[src/rtl/pong_game_ctrl.sv]
// pong_game_ctrl: frame-ticked Pong game controller.
// Paddles and ball advance once per frame, on the falling edge of vsync.
// The ball bounces off walls and paddles, and the FSM keeps score.
// Optional macro PONG_AI_EN: paddle 2 tracks the ball and p2_up/p2_dn are ignored.
module pong_game_ctrl #(
    parameter int H_ACTIVE   = 640,
    parameter int V_ACTIVE   = 480,
    parameter int PAD_W      = 8,
    parameter int PAD_H      = 64,
    parameter int BALL_SZ    = 8,
    parameter int PAD_SPEED  = 4,
    parameter int BALL_SPEED = 2,
    parameter int WIN_SCORE  = 9
) (
    input  logic       clk,
    input  logic       rst,
    input  logic       vsync,
    input  logic       p1_up,
    input  logic       p1_dn,
    input  logic       p2_up,
    input  logic       p2_dn,
    input  logic       serve,
    output logic [9:0] x1,
    output logic [9:0] y1,
    output logic [9:0] x2,
    output logic [9:0] y2,
    output logic [9:0] xb,
    output logic [9:0] yb,
    output logic [3:0] score1,
    output logic [3:0] score2,
    output logic [1:0] game_state
);

    typedef enum logic [1:0] {
        SERVE = 2'd0,
        PLAY  = 2'd1,
        POINT = 2'd2,
        OVER  = 2'd3
    } state_t;

    localparam logic [9:0] X1_POS    = 10'(16);
    localparam logic [9:0] X2_POS    = 10'(H_ACTIVE - 24);
    localparam logic [9:0] PAD_MAX   = 10'(V_ACTIVE - PAD_H);
    localparam logic [9:0] PAD_MID   = 10'((V_ACTIVE - PAD_H) / 2);
    localparam logic [9:0] BALL_XC   = 10'((H_ACTIVE - BALL_SZ) / 2);
    localparam logic [9:0] BALL_YC   = 10'((V_ACTIVE - BALL_SZ) / 2);
    localparam logic [9:0] BALL_XMAX = 10'(H_ACTIVE - BALL_SZ);
    localparam logic [9:0] BALL_YMAX = 10'(V_ACTIVE - BALL_SZ);
    localparam logic [9:0] PW        = 10'(PAD_W);
    localparam logic [9:0] PH        = 10'(PAD_H);
    localparam logic [9:0] BSZ       = 10'(BALL_SZ);
    localparam logic [9:0] PSPD      = 10'(PAD_SPEED);
    localparam logic [9:0] BSPD      = 10'(BALL_SPEED);
    localparam logic [3:0] WIN       = 4'(WIN_SCORE);

    state_t     state_q, state_d;
    logic       vsync_q;
    logic [9:0] y1_q, y1_d, y2_q, y2_d, xb_q, xb_d, yb_q, yb_d;
    logic       dx_q, dx_d, dy_q, dy_d;
    logic       credit1_q, credit1_d;
    logic [3:0] score1_q, score1_d, score2_q, score2_d;
    logic [3:0] score1Inc, score2Inc;
    logic       tick, p2Up, p2Dn;
    logic       hit1, hit2, miss1, miss2;

    // One paddle step: up and down together cancel, and the result is clamped with no wrap.
    function automatic logic [9:0] padStep(input logic [9:0] y, input logic up, input logic dn);
        logic [9:0] r;
        r = y;
        if (up && !dn) begin
            r = (y < PSPD) ? 10'd0 : y - PSPD;
        end else if (dn && !up) begin
            r = (y + PSPD > PAD_MAX) ? PAD_MAX : y + PSPD;
        end
        return r;
    endfunction

    assign tick = vsync_q & ~vsync;

`ifdef PONG_AI_EN
    localparam logic signed [11:0] AI_OFF = 12'((PAD_H - BALL_SZ) / 2);
    localparam logic signed [11:0] PSPD_S = 12'(PAD_SPEED);
    logic signed [11:0] aiTarget, y2Signed;
    logic               unusedButtons;
    assign unusedButtons = p2_up ^ p2_dn;
    assign aiTarget      = $signed({2'b00, yb_q}) - AI_OFF;
    assign y2Signed      = $signed({2'b00, y2_q});
    assign p2Dn          = (aiTarget >= y2Signed + PSPD_S);
    assign p2Up          = (aiTarget + PSPD_S <= y2Signed);
`else
    assign p2Up = p2_up;
    assign p2Dn = p2_dn;
`endif

    // The paddle test is written as xb <= x1+PAD_W+speed, so a small xb cannot underflow.
    assign hit1  = !dx_q && (xb_q >= X1_POS) && (xb_q <= X1_POS + PW + BSPD)
                   && (yb_q + BSZ > y1_q) && (yb_q < y1_q + PH);
    assign hit2  = dx_q && (xb_q + BSPD + BSZ >= X2_POS) && (xb_q + BSZ <= X2_POS + PW)
                   && (yb_q + BSZ > y2_q) && (yb_q < y2_q + PH);
    assign miss1 = !dx_q && (xb_q < BSPD);
    assign miss2 = dx_q && (xb_q + BSPD > BALL_XMAX);

    assign score1Inc = (score1_q < WIN) ? score1_q + 4'd1 : score1_q;
    assign score2Inc = (score2_q < WIN) ? score2_q + 4'd1 : score2_q;

    // Register all game state, with reset overriding every other condition.
    always_ff @(posedge clk) begin
        if (rst) begin
            state_q   <= SERVE;
            vsync_q   <= 1'b1;
            y1_q      <= PAD_MID;
            y2_q      <= PAD_MID;
            xb_q      <= BALL_XC;
            yb_q      <= BALL_YC;
            dx_q      <= 1'b1;
            dy_q      <= 1'b1;
            credit1_q <= 1'b0;
            score1_q  <= 4'd0;
            score2_q  <= 4'd0;
        end else begin
            state_q   <= state_d;
            vsync_q   <= vsync;
            y1_q      <= y1_d;
            y2_q      <= y2_d;
            xb_q      <= xb_d;
            yb_q      <= yb_d;
            dx_q      <= dx_d;
            dy_q      <= dy_d;
            credit1_q <= credit1_d;
            score1_q  <= score1_d;
            score2_q  <= score2_d;
        end
    end

    // Compute the next game state; the x and y axes of the ball are resolved independently.
    always_comb begin
        state_d   = state_q;
        y1_d      = y1_q;
        y2_d      = y2_q;
        xb_d      = xb_q;
        yb_d      = yb_q;
        dx_d      = dx_q;
        dy_d      = dy_q;
        credit1_d = credit1_q;
        score1_d  = score1_q;
        score2_d  = score2_q;
        case (state_q)
            SERVE: begin
                xb_d = BALL_XC;
                yb_d = BALL_YC;
                if (tick) begin
                    y1_d = padStep(y1_q, p1_up, p1_dn);
                    y2_d = padStep(y2_q, p2Up, p2Dn);
                end
                if (serve) begin
                    state_d = PLAY;
                end
            end
            PLAY: begin
                if (tick) begin
                    y1_d = padStep(y1_q, p1_up, p1_dn);
                    y2_d = padStep(y2_q, p2Up, p2Dn);
                    if (!dy_q) begin
                        if (yb_q < BSPD) begin
                            yb_d = 10'd0;
                            dy_d = 1'b1;
                        end else begin
                            yb_d = yb_q - BSPD;
                        end
                    end else begin
                        if (yb_q + BSPD > BALL_YMAX) begin
                            yb_d = BALL_YMAX;
                            dy_d = 1'b0;
                        end else begin
                            yb_d = yb_q + BSPD;
                        end
                    end
                    if (miss1 || miss2) begin
                        state_d   = POINT;
                        credit1_d = miss2;
                    end else if (hit1) begin
                        xb_d = X1_POS + PW;
                        dx_d = 1'b1;
                    end else if (hit2) begin
                        xb_d = X2_POS - BSZ;
                        dx_d = 1'b0;
                    end else begin
                        xb_d = dx_q ? xb_q + BSPD : xb_q - BSPD;
                    end
                end
            end
            POINT: begin
                xb_d = BALL_XC;
                yb_d = BALL_YC;
                dy_d = 1'b1;
                dx_d = credit1_q;
                if (credit1_q) begin
                    score1_d = score1Inc;
                    state_d  = (score1Inc == WIN) ? OVER : SERVE;
                end else begin
                    score2_d = score2Inc;
                    state_d  = (score2Inc == WIN) ? OVER : SERVE;
                end
            end
            OVER: begin
                if (serve) begin
                    score1_d = 4'd0;
                    score2_d = 4'd0;
                    state_d  = SERVE;
                end
            end
            default: state_d = SERVE;
        endcase
    end

    assign x1         = X1_POS;
    assign x2         = X2_POS;
    assign y1         = y1_q;
    assign y2         = y2_q;
    assign xb         = xb_q;
    assign yb         = yb_q;
    assign score1     = score1_q;
    assign score2     = score2_q;
    assign game_state = state_q;

endmodule

[config.mk]
export PLATFORM = sky130hd
export DESIGN_NAME = pong_game_ctrl
export DESIGN_NICKNAME = d
export VERILOG_FILES = /design/src/rtl/pong_game_ctrl.sv
export SDC_FILE = /design/constraint.sdc
export NUM_CORES = 1
export LEC_CHECK = 0
export BUFFER_PORTS_ARGS = -buffer_cell sky130_fd_sc_hd__clkbuf_2
export CORE_ASPECT_RATIO = 1.2
export CORE_UTILIZATION = 40
export DETAILED_ROUTE_END_ITERATION = 8
export PLACE_DENSITY = 0.66
export SYNTH_ARGS = -nofsm -noshare
export SYNTH_HDL_FRONTEND = slang
export SYNTH_SLANG_ARGS = --single-unit
export TNS_END_PERCENT = 5
[constraint.sdc]
create_clock -name clk -period 4.1 [get_ports clk]
set_input_delay 0.41 -clock clk [delete_from_list [all_inputs] [get_ports clk]]
set_output_delay 0.41 -clock clk [all_outputs]
set_load 0.01 [all_outputs]
==> run summary, run 1 <==
critical path arrival: 3.62 ns
Max-slew headroom: 43.35%
Fin. Hold Viols: 0
Ant. Diodes: 0
Total Nets Final: 824
Starting DRT DRC Count: 386
max_cap viols: 0
Clock Tree Root: clkbuf_16
detailed-route wire length: 14400 um
Max Root-Sink Buffers: 2
Core ar.: 12840 um^2
FFs w/ async S/R, synth: 0%
GRT overflow: 0
Slowest cell on crit path: dfxtp_1
CP Class: reg2reg
first-pass GRT wire length: 23740 um
cts hold-fix bufs: 0
maximum number of pins on one net before global-route repair: 25
num ports: 78
placement row count: 45
endpoint type of the worst setup path: register
Seq/Total Area, Yosys: 18.03%
RSZ-0062 raised after global routing: no
Placed Instances: 913
Worst Max-Slew Pin Slew: 0.8480 ns
max incr delay on CP: 0.65 ns
yosys warns: 0
TNS Setup: 0 ns
fin crit period: 3.445 ns
DIE HEIGHT: 128.4 um
Top cell by count, worst path: ha_1
synthesized area: 5329 um^2
placed wire-length estimate: 10870 um
final worst slack: 0.6549 ns
Post-synth top flop: dfxtp_1
Leak: 2.477 nW
Post-synth EDFFs: 0
CTS resizes: 0
hold depth: 2
Initial Util: 41.51%
status: finished clean
GRT Total Usage: 21.39%
Reg2Reg Depth: 11
Post-Synthesis Cells: 735
setup violators final: 0
critical path, cell by cell: ha_1 -> nand3_1 -> xnor2_1 -> ha_1 -> nand4_1 -> or3_1 -> nand4b_1 -> a311oi_1 -> nor4b_4 -> nor3b_1 -> or4_1
final clock skew: 0.008150 ns
P per Cell Area: 208.7 nW/um^2
Mean Syn Cell Area: 7.250 um^2
Tcrit/Tclk final: 84.03%
Synth area leaders: dfxtp_1 (18%), ha_1 (14%), a21oi_1 (6.0%)
Antenna Nets Post-Route: 0
Clock Latency Late Sink: 0.30 ns
DRC violations left: 0
DR WL/cell: 15.65 um
share of layout cells above drive strength 1: 10.98%
Layout Cells excl Fill: 920
hold_ws: 0.3074 ns
# port buffers: 51
top cell type's share of synthesized area: 18.03%
Fmax achieved: 290.3 MHz
Max Slew Vio Count: 0
CP Launch Type: register
vias in the first global route: 4759
Num CTS Buffers: 5
Yosys top cell by area: dfxtp_1
initial antenna violation count: 0
Syn-to-layout area delta: 7.091%
Cell variety after synth: 75
Critical Path RT: 4.27 ns
#FFs+latches synth: 48
# H-tree levels: 2
chip width: 107.4 um
worst vdd ir: 0.1574 mV
drt via density: 5.746
Via Count: 5286
Post CTS Setup Buffer Count: 0
drt first pass iters: 5
pre-CTS setup slack: 0.6747 ns
worst hold-check path type: in2reg
DIE AREA: 13790 um^2
CTS Sinks: 48
crit-path max FO: 15
CTS tree: done
Reg clk slew, reported paths: 0.07 ns
GPL Wtd Cong: 0.9238
==> critical path: cells and delay by family (launching register included) <==
| family | cells | cell delay (ns) |
|---|---|---|
| adders and majority gates | 2 | 0.66 |
| and+or+nand+nor | 7 | 1.44 |
| DFF | 1 | 0.65 |
| xor gates and xnor gates | 1 | 0.24 |
| AOI/OAI and AO/OA | 1 | 0.33 |
==> stage by stage <==
step / power [mW] / utilization (%) / cell area (um^2)
after floorplan: 0.7349 / - / 5419
after global placement: 0.7846 / 43.38 / 5569
after detailed placement: 0.7856 / 43.38 / 5569
after CTS: 1.204 / 44.45 / 5707
after global routing: 1.261 / 44.45 / 5707
final: 1.191 / 44.45 / 5707
==> cell families (layout without fill, tap and decap cells) <==
logic type	Yosys count	after routing	synth area share, %
muxes	5	5	0.9861
DFF	48	48	18.03
other	2	26	0.1409
adders and majority gates	60	60	14.09
and+or+nand+nor	253	253	24.40
AOI/OAI and AO/OA	217	217	26.84
buffers and inverters	121	118	10.61
xor gates and xnor gates	29	29	4.907
==> cell usage after synthesis, drive strengths merged, types with 3 or more instances <==
master and n:
a211oi 12, nand2b 9, xor2 8, buf 38, mux2i 3, o2111ai 5
ha 60, o31ai 6, a41oi 3, and3 8, a211o 5, o21ai 40
dfxtp 48, and2 10, clkbuf 31, a22o 3, nand4 17, o22ai 6
xnor2 21, o211ai 9, a21oi 64, o31a 3, a31oi 11, nand3 32
nor4 6, or2 6, nor2b 7, nand2 61, nor2 51, a21o 7
nor3 23, inv 51, o32ai 3, or3 9, a21boi 5, or4 3
o41ai 4, a32oi 6
==> final timing paths <==
path              startpoint   endpoint  slack, ns
setup / recovery       yb[3]       dx_q       0.65
hold / removal         vsync    vsync_q       0.31
setup reg to reg       yb[3]       dx_q       0.65
hold reg to reg    credit1_q  credit1_q       0.50
==> sequential cells by signal, indices dropped and copies added (netlist names) <==
signal,count
y2,8
game_state,2
score2,4
xb,9
dy_q,1
vsync_q,1
credit1_q,1
yb,9
score1,4
y1,8
dx_q,1
==> area by class of cell <==
type | count | area [um^2]
tap | 164 | 205.2
fill | 1332 | 7131
timing repair buffer | 59 | 315.3
sequential | 48 | 960.9
clock buffer | 5 | 125.1
inverter | 52 | 195.2
clock inverter | 2 | 12.51
multi-input combinational | 590 | 3892
==> power breakdown <==
group | switching [mW] | internal, mW
Sequential | 0.0369 | 0.479
Combinational | 0.161 | 0.102
Clock | 0.190 | 0.222
==> routing by layer <==
| layer | up-vias | share of wire, % | GRT usage, % | wire length, um |
|---|---|---|---|---|
| met2 | 171 | 47 | 36.20 | 6812 |
| li1 | 2663 | - | - | - |
| met4 | 0 | 2.5 | 8.703 | 365 |
| met3 | 27 | 4.2 | 2.128 | 599 |
| met5 | - | 0 | 0 | 0 |
| met1 | 2425 | 46 | 27.76 | 6620 |
==> cell usage in the layout (no fill, tap or decap), types with 6 or more instances in the layout <==
cell type,count
nand4_1,16
ha_1,60
or3_1,9
nand3_1,32
o22ai_1,6
conb_1,26
dfxtp_1,48
a21o_1,7
o211ai_1,9
nand2_1,61
buf_4,8
xor2_1,8
a32oi_1,6
nor3_1,23
a21oi_1,64
and3_1,8
nor2b_1,7
nand2b_1,9
xnor2_1,20
and2_1,8
a211oi_1,12
o21ai_0,38
a31oi_1,11
clkbuf_2,51
nor2_1,51
or2_2,6
inv_1,51
Note: power is estimated with default switching activity, not from simulation.
==> inputs of run 2 (changes only) <==
--- a/config.mk
+++ b/config.mk
@@ -9,7 +9,7 @@
 export CORE_ASPECT_RATIO = 1.2
 export CORE_UTILIZATION = 40
 export DETAILED_ROUTE_END_ITERATION = 8
-export PLACE_DENSITY = 0.66
+export PLACE_DENSITY = 0.69
 export SYNTH_ARGS = -nofsm -noshare
 export SYNTH_HDL_FRONTEND = slang
 export SYNTH_SLANG_ARGS = --single-unit
==> constraint.sdc (replaced) <==
create_clock -name clk -period 3.1 [get_ports clk]
set_input_delay 0.31 -clock clk [delete_from_list [all_inputs] [get_ports clk]]
set_output_delay 0.31 -clock clk [all_outputs]
set_load 0.01 [all_outputs]
==> run 2 against run 1 <==
  * Die area stayed put
  * Final cell count is 3.3% higher
  * Clock power is 59% higher
  * Combinational power is 49% higher
  * Critical path depth stayed put
  * Global-route usage is 0.40 points higher
  * Register-to-register slack worse by 0.49 ns
  * Sequential share of layout area is 0.71 points lower
  * Setup slack worse by 0.49 ns
  * Fmax is 17% higher
  * Routed wire length is 2.4% higher
==> run summary, run 2 (synthesis results as in run 1) <==
DRC violations left: 0
CTS Sinks: 48
critical path arrival: 3.12 ns
Ant. Diodes: 0
Starting DRT DRC Count: 436
hold_ws: 0.2030 ns
first-pass GRT wire length: 24360 um
Worst path depth: 11
detailed-route wire length: 14750 um
Leak: 2.631 nW
Syn-to-layout area delta: 11.81%
Num CTS Buffers: 5
Antenna Nets Post-Route: 0
Total Nets Final: 853
CP Class: reg2reg
worst vdd ir: 0.2065 mV
max_cap viols: 0
setup violators final: 0
CTS resizes: 0
fin crit period: 2.938 ns
most common cell after layout, fill and taps aside: a21oi_1
Post CTS Setup Buffer Count: 0
Via Count: 5482
CTS tree: done
chip width: 107.4 um
status: finished clean
most frequent cells in the layout: a21oi_1 (64), nand2_1 (61), ha_1 (60)
hold depth: 2
Reg2Reg Depth: 11
DIE AREA: 13790 um^2
share of layout cells above drive strength 1: 14.38%
RSZ-0062 raised after global routing: no
initial antenna violation count: 0
placement row count: 45
TNS Setup: 0 ns
worst hold-check path type: in2reg
drt first pass iters: 5
crit path capture: dx_q
Critical Path RT: 3.28 ns
placed wire-length estimate: 11320 um
worst r2r dst: dx_q
Clock Latency Late Sink: 0.30 ns
worst path bufs/invs: 1
Tcrit/Tclk final: 94.79%
drt via density: 5.771
GPL Wtd Cong: 0.9133
GRT overflow: 0
Worst Max-Slew Pin Slew: 0.8593 ns
max incr delay on CP: 0.40 ns
P per Cell Area: 287.4 nW/um^2
Fin. Hold Viols: 0
num ports: 78
Core ar.: 12840 um^2
cts hold-fix bufs: 0
Max Slew Vio Count: 0
Max-slew headroom: 42.59%
DR WL/cell: 15.52 um
Reg2Reg Setup Slack: 0.16 ns
Fmax achieved: 340.3 MHz
Max Root-Sink Buffers: 2
Initial Util: 41.51%
maximum number of pins on one net before global-route repair: 26
# port buffers: 51
Reg clk slew, reported paths: 0.08 ns
CP Launch Type: register
# H-tree levels: 2
endpoint type of the worst setup path: register
DIE HEIGHT: 128.4 um
GRT Total Usage: 21.79%
vias in the first global route: 5058
Slowest cell on crit path: or4_1
critical path, cell by cell: buf_4 -> nand3_1 -> xnor2_1 -> ha_1 -> nand4_1 -> or3_1 -> nand4b_1 -> a311oi_1 -> nor4b_4 -> nor3b_1 -> or4_1
Crit. Startpoint: yb[6]
Clock Tree Root: clkbuf_16
crit-path max FO: 15
final clock skew: 0.006420 ns
Top delay family on crit path: simple AND/OR/NAND/NOR gates
Reg-to-Reg Start: yb[6]
==> run 2: metrics by stage <==
stage	util [%]	instances	setup WS (ns)	power, mW	instance area (um^2)
after detailed placement	45.08	942	0.2177	1.062	5787
after floorplan	-	759	0.06010	0.9720	5419
after CTS	46.41	950	0.1827	1.722	5958
after global routing	46.41	950	0.01937	1.790	5958
after global placement	45.08	942	0.2307	1.061	5787
final	46.41	950	0.1615	1.712	5958
==> run 2: worst min-delay path by stage <==
stage          slack, ns  startpoint   endpoint
2_1_floorplan       0.42       vsync    vsync_q
3_3_place_gp        0.49   credit1_q  credit1_q
3_5_place_dp        0.48   credit1_q  credit1_q
4_1_cts             0.20       vsync    vsync_q
5_1_grt             0.21       vsync    vsync_q
6_report            0.20       vsync    vsync_q
==> run 2: power by group <==
group | switching, mW | internal [mW] | total, mW
clock | 0.273 | 0.384 | 0.657
combinational | 0.238 | 0.154 | 0.391
sequential | 0.0302 | 0.634 | 0.664
==> run 2: cell type report <==
type	instances	area, um^2
well taps	164	205.2
clock buffers	5	125.1
inverters	52	195.2
clock inverters	3	46.29
multi-input cells	590	3892
repair buffers	88	533.0
flip-flops and latches	48	960.9
fillers	1329	6879
==> run 2: metal layers <==
layer  track usage, %  part of all wire, %  vias up
li1                 -                    -     2722
met5                0                    0        -
met4            9.831                  3.1        0
met1            27.50                   44     2519
met2            37.08                   47      202
met3            2.584                  5.2       39
